[config.mk]
export PLATFORM = sky130hd
export DESIGN_NAME = hazard_ctrl_p
export DESIGN_NICKNAME = d
export VERILOG_FILES = /design/src/rtl/hazard_ctrl_p_pkg.sv /design/src/rtl/hazard_ctrl_p_sat_counter.sv /design/src/rtl/hazard_ctrl_p.sv
export SDC_FILE = /design/constraint.sdc
export NUM_CORES = 1
export LEC_CHECK = 0
export ABC_AREA = 1
export CAP_MARGIN = 20
export CORE_MARGIN = 4
export CORE_UTILIZATION = 49
export CTS_CLUSTER_SIZE = 28
export DETAILED_ROUTE_END_ITERATION = 16
export HOLD_SLACK_MARGIN = 0.03
export PLACE_DENSITY = 0.88
export SLEW_MARGIN = 25
export SYNTH_ARGS = -nofsm -noshare
export SYNTH_HDL_FRONTEND = slang
export SYNTH_SLANG_ARGS = --single-unit
[constraint.sdc]
create_clock -name clk -period 2.1 [get_ports clk]
set_input_delay 0.525 -clock clk [delete_from_list [all_inputs] [get_ports clk]]
set_output_delay 0.525 -clock clk [all_outputs]
set_load 0.03 [all_outputs]
[src/rtl/hazard_ctrl_p_pkg.sv]
// Shared types and constants for the pipeline hazard controller.
// Control patterns are {PC_Write,IF_ID_Write,ID_EX_Write,IF_ID_Flush,ID_EX_Flush,EX_MEM_Bubble}.
package hazard_ctrl_p_pkg;

  typedef enum logic {
    ST_RUN     = 1'b0,
    ST_MD_WAIT = 1'b1
  } state_t;

  // All-zero control word loaded into ID/EX and EX/MEM as a bubble.
  localparam int unsigned PIPE_CTRL_W = 10;
  localparam logic [PIPE_CTRL_W-1:0] PIPE_NOP_CTRL = '0;

  typedef struct packed {
    logic pcWrite;
    logic ifIdWrite;
    logic idExWrite;
    logic ifIdFlush;
    logic idExFlush;
    logic exMemBubble;
  } ctrl_t;

  localparam ctrl_t CTRL_DEFAULT = 6'b111_000;
  localparam ctrl_t CTRL_RESET   = 6'b000_111;
  localparam ctrl_t CTRL_BRANCH  = 6'b111_110;
  localparam ctrl_t CTRL_MD      = 6'b000_001;
  localparam ctrl_t CTRL_LU      = 6'b001_010;

  function automatic logic loadUse(
    input logic       memRead,
    input logic [4:0] rd,
    input logic [4:0] rs,
    input logic [4:0] rt,
    input logic       useRt
  );
    return memRead && (rd != 5'd0) &&
           ((rd == rs) || (useRt && (rd == rt)));
  endfunction

endpackage

[src/rtl/hazard_ctrl_p_sat_counter.sv]
// Saturating up-counter with synchronous clear and enable.
// Holds at all-ones instead of wrapping.
module sat_counter_p #(
  parameter int unsigned W = 16
) (
  input  logic         clk,
  input  logic         clr,
  input  logic         en,
  output logic [W-1:0] count
);

  // Count enabled cycles, stop at the maximum value.
  always_ff @(posedge clk) begin
    if (clr) begin
      count <= '0;
    end else if (en && (count != {W{1'b1}})) begin
      count <= count + 1'b1;
    end
  end

endmodule

[src/rtl/hazard_ctrl_p.sv]
// Hazard and stall controller: load-use bubbles, branch flushes,
// mul/div freeze with timeout, and a stall-cycle counter.
module hazard_ctrl_p
  import hazard_ctrl_p_pkg::*;
#(
  parameter int unsigned MD_TIMEOUT = 32,
  parameter int unsigned CNT_W      = 16
) (
  input  logic             clk,
  input  logic             rst,
  input  logic             MemRead_ex,
  input  logic [4:0]       RegWriteAddr_ex,
  input  logic [4:0]       RsAddr_id,
  input  logic [4:0]       RtAddr_id,
  input  logic             UseRt_id,
  input  logic             BranchTaken_ex,
  input  logic             MdStart_ex,
  input  logic             MdDone,
  output logic             PC_Write,
  output logic             IF_ID_Write,
  output logic             ID_EX_Write,
  output logic             IF_ID_Flush,
  output logic             ID_EX_Flush,
  output logic             EX_MEM_Bubble,
  output logic             MdTimeout,
  output logic [CNT_W-1:0] StallCount
);

  localparam logic [7:0] MdLast = 8'(MD_TIMEOUT - 1);

  state_t     state;
  state_t     stateNext;
  logic [7:0] mdcnt;
  logic [7:0] mdcntNext;
  logic       timeoutNext;
  ctrl_t      ctrl;
  logic       lu;

  assign lu = loadUse(MemRead_ex, RegWriteAddr_ex,
                      RsAddr_id, RtAddr_id, UseRt_id);

  // Next state and combinational pipeline controls.
  always_comb begin
    ctrl        = CTRL_DEFAULT;
    stateNext   = state;
    mdcntNext   = mdcnt;
    timeoutNext = 1'b0;
    if (rst) begin
      ctrl      = CTRL_RESET;
      stateNext = ST_RUN;
      mdcntNext = 8'd0;
    end else begin
      unique case (state)
        ST_RUN: begin
          if (BranchTaken_ex) begin
            ctrl = CTRL_BRANCH;
          end else if (MdStart_ex) begin
            if (!MdDone) begin
              ctrl      = CTRL_MD;
              stateNext = ST_MD_WAIT;
              mdcntNext = 8'd1;
            end
          end else if (lu) begin
            ctrl = CTRL_LU;
          end
        end
        ST_MD_WAIT: begin
          if (MdDone) begin
            stateNext = ST_RUN;
            mdcntNext = 8'd0;
          end else if (mdcnt == MdLast) begin
            stateNext   = ST_RUN;
            mdcntNext   = 8'd0;
            timeoutNext = 1'b1;
          end else begin
            ctrl      = CTRL_MD;
            mdcntNext = mdcnt + 8'd1;
          end
        end
        default: begin
          stateNext = ST_RUN;
          mdcntNext = 8'd0;
        end
      endcase
    end
  end

  // State, wait counter and timeout pulse registers.
  always_ff @(posedge clk) begin
    if (rst) begin
      state     <= ST_RUN;
      mdcnt     <= 8'd0;
      MdTimeout <= 1'b0;
    end else begin
      state     <= stateNext;
      mdcnt     <= mdcntNext;
      MdTimeout <= timeoutNext;
    end
  end

  assign PC_Write      = ctrl.pcWrite;
  assign IF_ID_Write   = ctrl.ifIdWrite;
  assign ID_EX_Write   = ctrl.idExWrite;
  assign IF_ID_Flush   = ctrl.ifIdFlush;
  assign ID_EX_Flush   = ctrl.idExFlush;
  assign EX_MEM_Bubble = ctrl.exMemBubble;

  sat_counter_p #(
    .W(CNT_W)
  ) uStallCnt (
    .clk  (clk),
    .clr  (rst),
    .en   (!ctrl.pcWrite && !rst),
    .count(StallCount)
  );

endmodule

==> results of run 1 <==
[timing repair]
action,4_1_cts,5_1_grt
pin swaps,18,9
hold buffers,0,0
gates cloned,0,0
setup endpoints to repair,5,22
resized for setup,35,28
buffers inserted,9,0
[metal layers]
metal,wire length (um),up-vias,GRT usage [%]
met1,2010,914,26.9
met2,2390,56,36.0
met4,72,0,5.06
met5,0,-,0
met3,282,6,1.83
li1,-,976,-
[Yosys cell counts, types with 2 or more instances]
master and n:
ha_1 2, nand4_2 2, nand3b_1 3, buf_2 2, o21ai_0 5, nand4_1 6, nand3_1 29, nand2_1 56
inv_1 34, xor2_1 9, a21oi_1 15, nor2_1 24, nand2_2 12, a21oi_2 8, nor2_2 3, nor3_1 4
clkbuf_1 2, dfxtp_1 26, xnor2_1 6, inv_2 3
[layout make-up]
cell class | count | area (sq um)
clock buffer | 3 | 22.5
fill | 245 | 843
inverter | 37 | 149
multi-input combinational | 191 | 1160
sequential | 26 | 529
tap | 46 | 57.6
timing repair buffer | 71 | 631
[flip-flops by register name, indices dropped and copies added (netlist names)]
signal and count:
uStallCnt.count 16, mdcnt 8, MdTimeout 1, state 1
[final timing paths]
check	start	to	slack (ns)	depth (start not counted)
worst min register to register	uStallCnt.count[10]	uStallCnt.count[10]	0.52	2
worst min-delay path	uStallCnt.count[10]	uStallCnt.count[10]	0.52	2
worst max-delay path	mdcnt[0]	IF_ID_Write	-0.09	12
worst max register to register	uStallCnt.count[0]	uStallCnt.count[14]	0.20	9
[cell families (layout without fill, tap and decap cells)]
| logic type | count (synthesis) | after routing | share of synthesized area [%] |
|---|---|---|---|
| fa+ha+maj | 2 | 2 | 1.44 |
| simple gates | 144 | 144 | 39.8 |
| buf+inv | 43 | 111 | 10.6 |
| xor+xnor | 15 | 15 | 7.54 |
| flops | 26 | 26 | 29.9 |
| compound gates | 30 | 30 | 10.8 |
[metrics by stage]
| step | power [uW] | TNS (ns) | setup slack [ns] |
|---|---|---|---|
| floorplan | 614 | 0 | 0.0311 |
| global placement | 706 | -4.39 | -0.309 |
| detailed placement | 709 | -5.02 | -0.321 |
| CTS | 915 | -0.279 | -0.0752 |
| global route | 964 | -0.756 | -0.187 |
| finish | 929 | -0.378 | -0.0872 |
[power by group]
group	leakage (uW)	switching, uW	internal, uW
sequential	0.000212	4.39	495
clock	0.0000138	147	67.3
combinational	0.000913	120	94.9
[worst max-delay path: cells and delay by family, from the launching register on]
kind	cells	cell delay [ns]
AND/OR/NAND/NOR	6	0.47
buffers and inverters	5	0.36
flip-flops	1	0.38
adder cells (fa/ha/maj)	1	0.14
==> qor.csv, run 1 <==
stage;metric;value;unit
outcome;status;complete, but fails checks;
outcome;failing checks;negative setup slack;
logic_synthesis;top_reg_cell synth;dfxtp_1;
pwr;PD cells;365;nW/um^2
clock_network;htree depth;1;
final_layout;commonest non-fill, non-tap cell in the layout;nand2_1;
timing;worst slew pin tran;0.454;ns
worst_setup_path;Startpoint Class;flip-flop;
placed_design;HPWL Detailed;3170;um
logic_synthesis;Synth cell types;29;
floorplan;num ports;45;
run;max cap viols;0;
final_layout;fin util;75.1;%
detailed_routing;vias per inst;5.22;
floorplan;# rows;21;
logic_synthesis;dominant cells by area after synthesis;dfxtp_1, nand2_1, nand3_1;
final_layout;nets@finish;354;
final_layout;leading cell types in the layout, fill and taps excluded;nand2_1, inv_1, nand3_1, buf_4, dfxtp_1;
logic_synthesis;top cell type's share of synthesized area;29.9;%
pwr;Worst VDD drop;0.000207;V
detailed_routing;Post-route DRC;0;
global_route;grt total ovfl;0;
timing;crit path time final;2.19;ns
global_route;largest net degree at the start of global routing;23;
clock_network;CTS max path bufs;2;
logic_synthesis;Netlist Area Pre-Place;1740;sq um
timing;clock skew;0.0185;ns
logic_synthesis;Warnings, synthesis;0;
floorplan;Die Area;4580;sq um
logic_synthesis;Syn Nets;284;
clock_network;worst skew pair latency;0.33;ns
timing;Max-slew headroom;69.7;%
logic_synthesis;Post-synth EDFFs;0;
timing;Peak Freq;0.457;GHz
worst_hold_path;Min-Delay Path Class;reg -> reg;
timing;final hold viol count;0;
detailed_routing;drt pass-1 iters;4;
pwr;Pleak;0.00114;uW
detailed_routing;WL final;4750;um
worst_setup_path;Crit Path Class;reg -> out;
placed_design;Buffers on Ports;44;
logic_synthesis;sequential share of the synthesized area;29.9;%
global_route;first-pass GRT wire length;7470;um
timing;setup ws final;-0.0872;ns
detailed_routing;Iter 0 DRT Violations;114;
detailed_routing;via count;1952;
placed_design;DP Area;2350;sq um
floorplan;Core ar.;3390;sq um
logic_synthesis;cell taking the most area after synthesis;dfxtp_1;
placed_design;RePlAce Congestion;0.874;
global_route;GRT Total Usage;20.5;%
floorplan;Die W;67.6;um
clock_network;Num CTS Buffers;3;
global_route;initial antenna violation count;0;
worst_setup_path;CP max stage delay;0.38;ns
detailed_routing;DRT antenna net count;0;
timing;final period utilization;104;%
clock_network;Reg clk slew, reported paths;0.15;ns
logic_synthesis;ys async rst share;0;%
worst_setup_path;Worst setup EP type;output port;
detailed_routing;routed len/inst;12.7;um
worst_setup_path;Top cell by count, worst path;nand2_4;
final_layout;Layout Cells excl Fill;374;
worst_setup_path;crit path cell chain;ha_4 > nand2_4 > inv_4 > nand4_4 > nand2_2 > inv_2 > nor2_4 > nand2_4 > clkinv_4 > nand2_4 > inv_4 > buf_6;
logic_synthesis;cells after synthesis;260;
placed_design;placed cell count;362;
worst_setup_path;worst endpoint data arrival time;1.66;ns
clock_network;CTS tree;yes;
global_route;vias in the first global route;1786;
worst_setup_path;CP max FO;2;
logic_synthesis;mean cell area of the mapped netlist;6.70;sq um
timing;setup violators final;5;
floorplan;Die Span Y;67.6;um
worst_setup_path;WP data required;1.57;ns
clock_network;root buffer cell;clkbuf_4;
final_layout;Area growth, synth to finish;46.1;%
timing;final hold slack;0.525;ns
floorplan;initial core utilization;51.4;%
logic_synthesis;Seq cells post-synth;26;
final_layout;Ant. Diodes;0;
final_layout;final instance area;2550;sq um
worst_setup_path;Slowest-stage cell, CP;dfxtp_4;
final_layout;share of cells above drive strength 1;28.4;%
clock_network;Clock Sinks;26;
timing;Max Slew Vio Count;0;
timing;unrepaired setup endpoints after global routing;yes;
Note: power is estimated with default switching activity, not from simulation.
==> run 2: changes to the inputs <==
- ABC_AREA: 1 -> 0
- CORE_UTILIZATION: 49 -> 47
- SKIP_LAST_GASP: not set -> 1
==> run 2 against run 1 <==
Compared with the run above:
- the run still ends with negative setup slack left
- die area fell by 8.6%
- critical path depth is 4 lower
- clock power up 70%
- worst setup slack worse by 0.22 ns
- first-iteration DRC count grew to 3.7 times the previous value
- critical endpoint is now PC_Write
- largest cell class unchanged
- largest power group unchanged
- highest routed layer unchanged
==> qor.csv, run 2 <==
stage;metric;value;unit;change
logic_synthesis;cells after synthesis;184;;was 260
worst_setup_path;R2R setup slack;-0.15;ns;was 0.20 ns
clock_network;worst skew pair latency;0.35;ns;was 0.33 ns
global_route;largest net degree at the start of global routing;16;;was 23
clock_network;htree depth;1;;unchanged
timing;clock skew;0.0229;ns;was 0.0185 ns
logic_synthesis;Seq cells post-synth;26;;unchanged
run;max cap viols;0;;unchanged
detailed_routing;sum of routed wire segments on met1;2500;um;was 2010 um
clock_network;Clock Sinks;26;;unchanged
floorplan;Die Area;4180;sq um;was 4580 sq um
outcome;failing checks;negative setup slack;;unchanged
final_layout;max reg flops;16;;unchanged
global_route;grt total ovfl;0;;unchanged
final_layout;commonest non-fill, non-tap cell in the layout;buf_4;;was nand2_1
logic_synthesis;mean cell area of the mapped netlist;8.20;sq um;was 6.70 sq um
worst_setup_path;Startpoint Class;input port;;was flip-flop
worst_setup_path;crit path cell chain;buf_8 > buf_6 > xnor2_2 > nand3_2 > o22ai_4 > nand2b_4 > o31a_1 > buf_6;;was ha_4 > nand2_4 > inv_4 > nand4_4 > nand2_2 > inv_2 > nor2_4 > nand2_4 > clkinv_4 > nand2_4 > inv_4 > buf_6
placed_design;placed cell count;295;;was 362
logic_synthesis;top-count cell post-synth;dfxtp_1;;was nand2_1
floorplan;initial core utilization;49.4;%;was 51.4%
final_layout;Ant. Diodes;0;;unchanged
global_route;vias in the first global route;1738;;was 1786
worst_setup_path;worst endpoint data arrival time;1.88;ns;was 1.66 ns
logic_synthesis;top cell type's share of synthesized area;34.5;%;was 29.9%
final_layout;Layout Cells excl Fill;318;;was 374
worst_setup_path;R2R Path Start;mdcnt[0];;was uStallCnt.count[0]
logic_synthesis;Warnings, synthesis;0;;unchanged
clock_network;CTS max path bufs;2;;unchanged
logic_synthesis;ys async rst share;0;%;unchanged
placed_design;HPWL Detailed;2800;um;was 3170 um
timing;worst slew pin tran;0.352;ns;was 0.454 ns
timing;final period utilization;115;%;was 104%
timing;setup ws final;-0.309;ns;was -0.0872 ns
worst_setup_path;Top cell by count, worst path;buf_6;;was nand2_4
detailed_routing;via count;1978;;was 1952
global_route;first-pass GRT wire length;8130;um;was 7470 um
final_layout;nets@finish;299;;was 354
logic_synthesis;sequential share of the synthesized area;34.5;%;was 29.9%
worst_hold_path;hold endpoint;uStallCnt.count[7];;was uStallCnt.count[10]
clock_network;root buffer cell;clkbuf_4;;unchanged
detailed_routing;Post-route DRC;0;;unchanged
floorplan;Die W;64.7;um;was 67.6 um
outcome;status;complete, but fails checks;;unchanged
logic_synthesis;list of most frequent post-synthesis cells;dfxtp_1, a21oi_1, nand3_1;;was nand2_1, inv_1, nand3_1
detailed_routing;vias per inst;6.22;;was 5.22
detailed_routing;met2 wire length;3150;um;was 2390 um
clock_network;Reg clk slew, reported paths;0.17;ns;was 0.15 ns
final_layout;share of cells above drive strength 1;43.1;%;was 28.4%
worst_setup_path;Worst setup EP type;output port;;unchanged
logic_synthesis;top_reg_cell synth;dfxtp_1;;unchanged
timing;Max-slew headroom;76.4;%;was 69.7%
final_layout;leading cell types in the layout, fill and taps excluded;buf_4, dfxtp_1, clkdlybuf4s50_1;;was nand2_1, inv_1, nand3_1, buf_4, dfxtp_1
detailed_routing;Iter 0 DRT Violations;417;;was 114
worst_setup_path;Crit Path Class;in -> out;;was reg -> out
timing;setup violators final;15;;was 5
worst_setup_path;CP Buf/Inv Count;3;;was 5
timing;setup TNS;-1.75;ns;was -0.378 ns
placed_design;RePlAce Congestion;0.850;;was 0.874
timing;final hold viol count;0;;unchanged
timing;Max Slew Vio Count;0;;unchanged
pwr;Pleak;0.00106;uW;was 0.00114 uW
pwr;Worst VDD drop;0.000283;V;was 0.000207 V
clock_network;hold_buf cts;0;;unchanged
global_route;GRT Total Usage;24.5;%;was 20.5%
timing;final hold slack;0.542;ns;was 0.525 ns
worst_hold_path;Min-Delay Path Class;reg -> reg;;unchanged
worst_setup_path;cells on worst reg2reg path;9;;unchanged
worst_setup_path;Largest delay share family, worst path;compound AO/OA/AOI/OAI gates;;was simple AND/OR/NAND/NOR gates
logic_synthesis;Synth cell types;47;;was 29
worst_setup_path;reg2reg end;uStallCnt.count[11];;was uStallCnt.count[14]
detailed_routing;routed len/inst;20.1;um;was 12.7 um
clock_network;CTS tree;yes;;unchanged
timing;crit path time final;2.41;ns;was 2.19 ns
placed_design;Buffers on Ports;44;;unchanged
logic_synthesis;cell taking the most area after synthesis;dfxtp_1;;unchanged
logic_synthesis;Netlist Area Pre-Place;1510;sq um;was 1740 sq um
clock_network;Num CTS Buffers;3;;unchanged
final_layout;Most flops, register;uStallCnt.count;;unchanged
final_layout;Area growth, synth to finish;79.0;%;was 46.1%
floorplan;num ports;45;;unchanged
final_layout;fin util;88.5;%;was 75.1%
logic_synthesis;Post-synth EDFFs;0;;unchanged
worst_setup_path;Slowest-stage cell, CP;o31a_1;;was dfxtp_4
pwr;Design Power;1110;uW;was 929 uW
detailed_routing;DRT antenna net count;0;;unchanged
global_route;initial antenna violation count;0;;unchanged
worst_setup_path;CP max FO;2;;unchanged
detailed_routing;DR WL met3;495;um;was 282 um
worst_hold_path;Hold Startpoint;uStallCnt.count[7];;was uStallCnt.count[10]
worst_hold_path;Hold Crit Depth;2;;unchanged
floorplan;# rows;20;;was 21
floorplan;Core ar.;3050;sq um;was 3390 sq um
detailed_routing;drt pass-1 iters;5;;was 4
floorplan;Die Span Y;64.7;um;was 67.6 um
final_layout;Filler cells;144;;was 245
logic_synthesis;Syn Nets;208;;was 284
logic_synthesis;dominant cells by area after synthesis;dfxtp_1, a21oi_1, xnor2_1;;was dfxtp_1, nand2_1, nand3_1
worst_setup_path;WP data required;1.57;ns;about the same
worst_setup_path;CP max stage delay;0.35;ns;was 0.38 ns
final_layout;Top Registers;uStallCnt.count: 16 flops, mdcnt: 8 flops;;unchanged
timing;Peak Freq;0.415;GHz;was 0.457 GHz
timing;unrepaired setup endpoints after global routing;yes;;unchanged
pwr;PD cells;411;nW/um^2;was 365 nW/um^2
detailed_routing;WL final;6390;um;was 4750 um
detailed_routing;Max Used Layer;met4;;unchanged
-- run 2: cell count changes after synthesis, sizes merged, moves of 3 or more --
cell	before	now
o31ai	0	3
nor2	27	9
nand2	69	9
nand4	8	3
or3	0	10
o21ai	5	17
nand3	29	15
xnor2	6	10
xor2	9	1
inv	37	8
or4	0	4
nand2b	0	3
nor2b	0	5
and3	0	4
-- run 2: how the worst max path moves through the flow --
stage                            start     endpoint  slack (ns)  cells after the start
global placement                MdDone  ID_EX_Write       -0.60                      6
floorplan           RegWriteAddr_ex[1]     PC_Write       -0.27                      5
detailed placement              MdDone  ID_EX_Write       -0.61                      6
CTS                 RegWriteAddr_ex[2]     PC_Write       -0.19                      6
global route        RegWriteAddr_ex[2]     PC_Write       -0.36                      8
finish              RegWriteAddr_ex[2]     PC_Write       -0.31                      8
-- run 2: worst reg2reg max path: cells and delay by family, from the launching register on --
family                   cells  cell delay, ns
AO/OA/AOI/OAI                4            0.78
adder cells (fa/ha/maj)      1            0.16
buffers and inverters        2            0.32
flip-flops                   1            0.38
AND/OR/NAND/NOR              2            0.57
-- run 2: area by class of cell --
type	count	area, sq um	area share (%)
multi-input combinational	143	1150	42.5
inverter	8	32.5	1.20
tap	44	55.1	2.04
clock buffer	3	22.5	0.834
sequential	26	536	19.8
timing repair buffer	93	878	32.5
clock inverter	1	30.0	1.11
-- run 2: metrics by stage --
| stage | setup WS (ns) | instance area, sq um |
|---|---|---|
| 6_report | -0.309 | 2700 |
| 5_1_grt | -0.357 | 2700 |
| 4_1_cts | -0.190 | 2460 |
| 3_5_place_dp | -0.611 | 2210 |
| 3_3_place_gp | -0.601 | 2210 |
| 2_1_floorplan | -0.266 | 1540 |
-- run 2: what timing repair did --
item	4_1_cts	5_1_grt
gates cloned	2	1
pin swaps	26	32
endpoints found under the setup margin	22	21
resized for setup	63	53
buffers inserted	8	8
-- run 2: logic make-up (layout without fill, tap and decap cells) --
| group | after synthesis | in the layout | synth area share, % |
|---|---|---|---|
| XOR/XNOR | 11 | 11 | 6.38 |
| adder cells (fa/ha/maj) | 2 | 2 | 1.66 |
| AND/OR/NAND/NOR | 75 | 75 | 28.7 |
| buffers and inverters | 15 | 105 | 5.72 |
| AO/OA/AOI/OAI | 54 | 54 | 22.3 |
| multiplexers | 1 | 1 | 0.746 |
| flip-flops | 26 | 26 | 34.5 |
-- run 2: power breakdown --
part	switching [uW]	total, uW	internal (uW)	leakage (uW)
Sequential	4.89	501	496	0.000214
Clock	169	363	193	0.0000279
Combinational	121	246	125	0.000815
-- run 2: metal layers --
layer,vias to the layer above,global-route usage [%]
met2,154,43.9
met1,931,29.8
met4,0,7.92
li1,859,-
met3,34,3.47
met5,-,0
==> run 3: changes to the inputs <==
- CTS_CLUSTER_SIZE: 28 -> 8
==> results of run 3 <==
Same layout as run 2: the final DEF is identical, and so are final timing and power.
